===== config.mk =====
export PLATFORM = sky130hd
export DESIGN_NAME = uart_tx_arbiter
export DESIGN_NICKNAME = d
export VERILOG_FILES = /design/src/rtl/uart_pkg.sv /design/src/rtl/rr_pick.sv /design/src/rtl/uart_tx_arbiter.sv
export SDC_FILE = /design/constraint.sdc
export NUM_CORES = 1
export LEC_CHECK = 0
export BUFFER_PORTS_ARGS = -buffer_cell sky130_fd_sc_hd__buf_4
export CAP_MARGIN = 40
export CORE_ASPECT_RATIO = 0.5
export CORE_MARGIN = 3
export CORE_UTILIZATION = 53
export CTS_CLUSTER_DIAMETER = 120
export DETAILED_ROUTE_END_ITERATION = 6
export PLACE_DENSITY_LB_ADDON = 0.08
export SYNTH_ARGS = -nofsm -noshare
export SYNTH_HDL_FRONTEND = slang
export SYNTH_SLANG_ARGS = --single-unit

===== constraint.sdc =====
create_clock -name sys_clk -period 6.1 [get_ports sys_clk]
set_input_delay 0.61 -clock sys_clk [delete_from_list [all_inputs] [get_ports sys_clk]]
set_output_delay 0.61 -clock sys_clk [all_outputs]
set_load 0.03 [all_outputs]

===== src/rtl/uart_pkg.sv =====
// Constants and state encoding shared by the UART TX arbiter and the planned RX demux.
// The XON/XOFF codes must match the UART IP's in-band flow control.
package uart_pkg;

  localparam logic [7:0] CHAR_XON     = 8'd17;
  localparam logic [7:0] CHAR_XOFF    = 8'd19;
  localparam logic [7:0] DEF_ESC_CHAR = 8'h7D;
  localparam logic [7:0] DEF_ESC_XOR  = 8'h20;

  typedef enum logic [1:0] {
    IDLE = 2'd0,
    HDR  = 2'd1,
    DATA = 2'd2,
    ESC2 = 2'd3
  } arb_state_t;

endpackage


===== src/rtl/rr_pick.sv =====
// Round-robin priority encoder: picks the first set request at or after ptr, wrapping.
// Purely combinational, no backpressure.
module rr_pick #(
  parameter int N = 4
) (
  input  logic [N-1:0]         req,
  input  logic [$clog2(N)-1:0] ptr,
  output logic                 any,
  output logic [$clog2(N)-1:0] index
);

  int j;

  // Walk offsets from farthest to nearest so the nearest set request wins.
  always_comb begin
    any   = 1'b0;
    index = '0;
    j     = 0;
    for (int i = N - 1; i >= 0; i--) begin
      j = int'(ptr) + i;
      if (j >= N) j = j - N;
      if (req[j]) begin
        any   = 1'b1;
        index = ($clog2(N))'(j);
      end
    end
  end

endmodule


===== src/rtl/uart_tx_arbiter.sv =====
// Round-robin byte arbiter in front of the UART TX channel: header byte per burst, byte-stuffed payload.
// Header one cycle after grant; ri=0 freezes all state and outputs, req_ready follows ri combinationally.
module uart_tx_arbiter
  import uart_pkg::*;
#(
  parameter int                     N_REQ       = 4,
  parameter int                     FRAME_WIDTH = 8,
  parameter int                     MAX_BURST   = 16,
  parameter logic [FRAME_WIDTH-1:0] HDR_BASE    = FRAME_WIDTH'(8'hE0),
  parameter logic [FRAME_WIDTH-1:0] ESC_CHAR    = FRAME_WIDTH'(DEF_ESC_CHAR),
  parameter logic [FRAME_WIDTH-1:0] ESC_XOR     = FRAME_WIDTH'(DEF_ESC_XOR)
) (
  input  logic                         sys_clk,
  input  logic                         reset,
  input  logic [N_REQ-1:0]             req_valid,
  input  logic [N_REQ*FRAME_WIDTH-1:0] req_data,
  output logic [N_REQ-1:0]             req_ready,
  output logic [FRAME_WIDTH-1:0]       din,
  output logic                         si,
  input  logic                         ri,
  output logic [3:0]                   grant_id,
  output logic                         busy
);

  localparam int PW = $clog2(N_REQ);
  localparam int CW = $clog2(MAX_BURST + 1);

  arb_state_t             state_q, state_d;
  logic [PW-1:0]          rr_ptr_q, rr_ptr_d;
  logic [PW-1:0]          grant_q, grant_d;
  logic [CW-1:0]          burst_cnt_q, burst_cnt_d;
  logic [FRAME_WIDTH-1:0] esc_byte_q, esc_byte_d;
  logic                   pick_any;
  logic [PW-1:0]          pick_idx;
  logic [PW-1:0]          next_ptr;
  logic [FRAME_WIDTH-1:0] g_data;
  logic                   g_valid;
  logic                   g_esc;
  logic                   pop;
  logic [CW-1:0]          cnt_inc;

  // Header range test uses a wrapped offset so HDR_BASE near the top of the byte space still works.
  function automatic logic is_esc(input logic [FRAME_WIDTH-1:0] b);
    logic [FRAME_WIDTH-1:0] off;
    off = b - HDR_BASE;
    return (b == FRAME_WIDTH'(CHAR_XON)) || (b == FRAME_WIDTH'(CHAR_XOFF)) ||
           (b == ESC_CHAR) || (int'(off) < N_REQ);
  endfunction

  rr_pick #(.N(N_REQ)) u_pick (
    .req   (req_valid),
    .ptr   (rr_ptr_q),
    .any   (pick_any),
    .index (pick_idx)
  );

  assign g_data   = req_data[int'(grant_q) * FRAME_WIDTH +: FRAME_WIDTH];
  assign g_valid  = req_valid[grant_q];
  assign g_esc    = is_esc(g_data);
  assign next_ptr = (grant_q == PW'(N_REQ - 1)) ? '0 : grant_q + PW'(1);
  assign cnt_inc  = burst_cnt_q + CW'(1);
  assign pop      = ri && (((state_q == DATA) && g_valid && !g_esc) || (state_q == ESC2));
  assign grant_id = 4'(grant_q);
  assign busy     = (state_q != IDLE);

  always_comb begin
    state_d     = state_q;
    rr_ptr_d    = rr_ptr_q;
    grant_d     = grant_q;
    burst_cnt_d = burst_cnt_q;
    esc_byte_d  = esc_byte_q;
    si          = 1'b0;
    din         = '0;
    req_ready   = '0;
    case (state_q)
      IDLE: begin
        if (pick_any) begin
          grant_d = pick_idx;
          state_d = HDR;
        end
      end
      HDR: begin
        si  = 1'b1;
        din = HDR_BASE + FRAME_WIDTH'(grant_q);
        if (ri) begin
          state_d     = DATA;
          burst_cnt_d = '0;
        end
      end
      DATA: begin
        if (!g_valid) begin
          state_d  = IDLE;
          rr_ptr_d = next_ptr;
        end else if (g_esc) begin
          si  = 1'b1;
          din = ESC_CHAR;
          if (ri) begin
            esc_byte_d = g_data ^ ESC_XOR;
            state_d    = ESC2;
          end
        end else begin
          si                 = 1'b1;
          din                = g_data;
          req_ready[grant_q] = ri;
        end
      end
      ESC2: begin
        si                 = 1'b1;
        din                = esc_byte_q;
        req_ready[grant_q] = ri;
      end
      default: state_d = IDLE;
    endcase
    // Both payload paths end in the same pop bookkeeping.
    if (pop) begin
      burst_cnt_d = cnt_inc;
      if (cnt_inc == CW'(MAX_BURST)) begin
        state_d  = IDLE;
        rr_ptr_d = next_ptr;
      end else begin
        state_d = DATA;
      end
    end
  end

  always_ff @(posedge sys_clk) begin
    if (reset) begin
      state_q     <= IDLE;
      rr_ptr_q    <= '0;
      grant_q     <= '0;
      burst_cnt_q <= '0;
      esc_byte_q  <= '0;
    end else begin
      state_q     <= state_d;
      rr_ptr_q    <= rr_ptr_d;
      grant_q     <= grant_d;
      burst_cnt_q <= burst_cnt_d;
      esc_byte_q  <= esc_byte_d;
    end
  end

endmodule


==> results.py <==
metrics = {
    "drt": {
        "antenna_left": 0,
        "wl_per_cell_um": 15.4,
        "num_vias": 1674,
        "drtIter0Drc": 68,
        "first_pass_iters": 4,
        "via_per_inst": 5.89,
        "drt_wl_total_um": 4360,
        "remaining_drc_errors": 0,
    },
    "timing": {
        "max_slew_margin_pct": 44.6,
        "period_share_pct": 67.7,
        "max_freq_ghz": 0.242,
        "setup_viol": 0,
        "holdWs_ns": 0.479,
        "hold_viol_final": 0,
        "worst_slew_pin_slew_ns": 0.830,
        "rsz0062_at_grt": "false",
        "timing.final.crit_period_ns": 4.13,
        "report.final.slew_viol_count": 0,
        "tns_ns": 0,
        "clock_skew_ns": 0.00596,
    },
    "critical_path": {
        "critical_path_class": "reg2out",
        "reg2reg_slack_ns": 2.80,
        "critical_path.cell_chain": "mux4_2 > ha_1 > nor2b_1 > a22o_1 > nand4b_4 > a31oi_4 > nor2b_2 > and2_1 > buf_4",
        "cp_num_buf_inv": 1,
        "cpPeakStageDelay_ns": 0.87,
        "startpoint_type": "flip-flop",
        "crit_family": "flip-flops",
        "cp.required_ns": 5.49,
        "r2r_cells": 8,
        "critPathMaxFanout": 18,
        "cp_slowest_cell": "dfxtp_1",
        "critical_path.endpoint_type": "output pin",
        "cp.arrival_ns": 3.52,
        "rr_startpoint": "grant_q[0]",
        "regToRegEndpoint": "state_q[0]",
    },
    "finish": {
        "final_cell_mix": "buf_4 (54), nor2_1 (20), dfxtp_1 (19), nand2_1 (15), a21oi_1 (13)",
        "layout.nets": 295,
        "fill_cells": 258,
        "mostFrequentLayoutCell": "buf_4",
        "area_growth_pct": 25.4,
        "drive_above_1_share_pct": 31.6,
        "diodes": 0,
        "register_area_um2": 380,
        "final_area_um2": 2200,
        "multi_input_area_um2": 1280,
    },
    "synth": {
        "ys_seq_area_share_pct": 21.7,
        "synth_area_leaders": "dfxtp_1 (22%), mux4_2 (12%), ha_1 (7.9%), mux2i_1 (6.9%), nor2_1 (4.3%)",
        "syn_inst": 195,
        "synthArstFlopShare_pct": 0,
        "syn-cell-area_um2": 1750,
        "synth.yosys.warnings": 0,
        "synth_cell_type_count": 51,
        "ys.flop_type": "dfxtp_1",
        "yosysTopAreaCell": "dfxtp_1",
        "synth_top_area_share_pct": 21.7,
        "synth_edf_count": 0,
        "ys_seq_elements": 19,
        "postSynthAreaPerCell_um2": 8.98,
    },
    "clocking": {
        "clk_latency_ns": 0.26,
        "ctsHoldBuffers": 0,
        "clock_sinks": 19,
        "cts_buffers": 3,
        "cts_setup_buffers": 0,
        "root_buffer": "clkbuf_8",
        "clockBufferDepth": 2,
        "clkTransAtPathRegs_ns": 0.08,
        "cts_tree": "built",
        "cts_resized": 0,
        "cts.htree.levels": 1,
    },
    "min_path": {
        "min_from": "esc_byte_q[7]",
        "min_path_type": "reg2reg",
        "min_path_cells": 2,
        "min_to": "esc_byte_q[7]",
    },
    "placed_design": {
        "port_buffers": 54,
        "gp_congestion": 0.852,
        "dp_hpwl_um": 3430,
        "placed_area_um2": 2150,
    },
    "flow_run": {
        "maxCapViolCount": 0,
    },
    "global_route": {
        "grt_overflow_total": 0,
        "met1_usage_pct": 27.8,
        "grt.met3_usage_pct": 6.79,
        "first_global_vias": 1554,
        "grtUsageMet2_pct": 39.4,
        "gr-max-usage-layer": "met2",
        "grt_pass1_wl_um": 7010,
        "grt_start_max_net_pins": 25,
        "grt.total_usage_pct": 22.3,
        "antenna_found_initial": 0,
    },
    "floorplanning": {
        "coreArea_um2": 3080,
        "initial_core_util_pct": 56.8,
        "die_w_um": 87.3,
        "std_cell_rows": 14,
        "io_pins": 57,
        "dieArea_um2": 4070,
        "die_h_um": 46.7,
    },
    "power_and_ir_drop": {
        "power_uw": 523,
        "power_density_nw_per_um2": 238,
        "peakVddDrop_v": 0.000118,
        "p_leak_nw": 0.897,
    },
    "run_status": {
        "status": "finished, final reports clean",
    },
}
layer usage:
layer	wire (µm)	share of wire, %
met5	0	0
met4	22	0.50
met3	440	10
met2	2070	47
met1	1830	42
power breakdown:
part	internal, mW	switching, mW
clock	0.0455	0.0453
sequential	0.131	0.0180
combinational	0.116	0.168
metrics by stage:
| step | utilization (%) | instances | setup WS (ns) |
|---|---|---|---|
| floorplan | - | 196 | 2.57 |
| global placement | 69.7 | 280 | 2.29 |
| detailed placement | 69.7 | 280 | 2.19 |
| CTS | 71.2 | 284 | 1.90 |
| global route | 71.2 | 284 | 1.69 |
| finish | 71.2 | 284 | 1.97 |
synth_stat cells (2+ instances only):
cell type,count
a2111oi_2,2
a21oi_1,13
a22o_1,2
a22oi_1,2
a31oi_1,3
and2_1,6
and4b_1,3
buf_4,2
buf_6,2
clkbuf_1,5
dfxtp_1,19
ha_1,11
inv_1,9
mux2i_1,12
mux4_2,9
nand2_1,15
nand2b_1,10
nand3_1,4
nand4_1,2
nor2_1,20
nor2b_1,4
o21ai_0,7
o21ai_1,3
o2bb2ai_1,2
o32ai_1,2
cell families after synthesis:
logic type | Yosys count | share of synthesized area [%]
xor gates and xnor gates | 1 | 0.500
muxes | 22 | 19.1
AOI/OAI and AO/OA | 49 | 21.5
other | 1 | 0.214
buffers and inverters | 19 | 5.43
and+or+nand+nor | 73 | 23.7
DFF | 19 | 21.7
adders and majority gates | 11 | 7.86
worst max-delay path by stage:
stage | start | endpoint | depth (start not counted)
finish | grant_q[0] | req_ready[3] | 9
detailed placement | grant_q[0] | req_ready[3] | 9
CTS | grant_q[0] | req_ready[3] | 9
global route | grant_q[0] | req_ready[3] | 9
global placement | grant_q[0] | req_ready[2] | 9
floorplan | grant_q[0] | din[6] | 9
sequential cells by signal (all words and copies together), names as in the netlist:
name and cells:
state_q 2, esc_byte_q 8, rr_ptr_q 2, grant_q 2, burst_cnt_q 5
final cells by class:
type / instances / area share [%]
timing repair buffer: 54 / 18.5
clock buffer: 3 / 1.88
inverter: 9 / 1.54
sequential: 19 / 17.3
multi-input combinational: 158 / 58.3
tap: 40 / 2.28
clock inverter: 1 / 0.228
worst reg2reg max path: cells and delay by family (launching register included):
kind            cells  cell delay, ns
compound gates      3            0.83
fa+ha+maj           1            0.34
flops               1            0.87
mux                 1            0.73
simple gates        3            0.44
(Power assumes the default switching activity.)
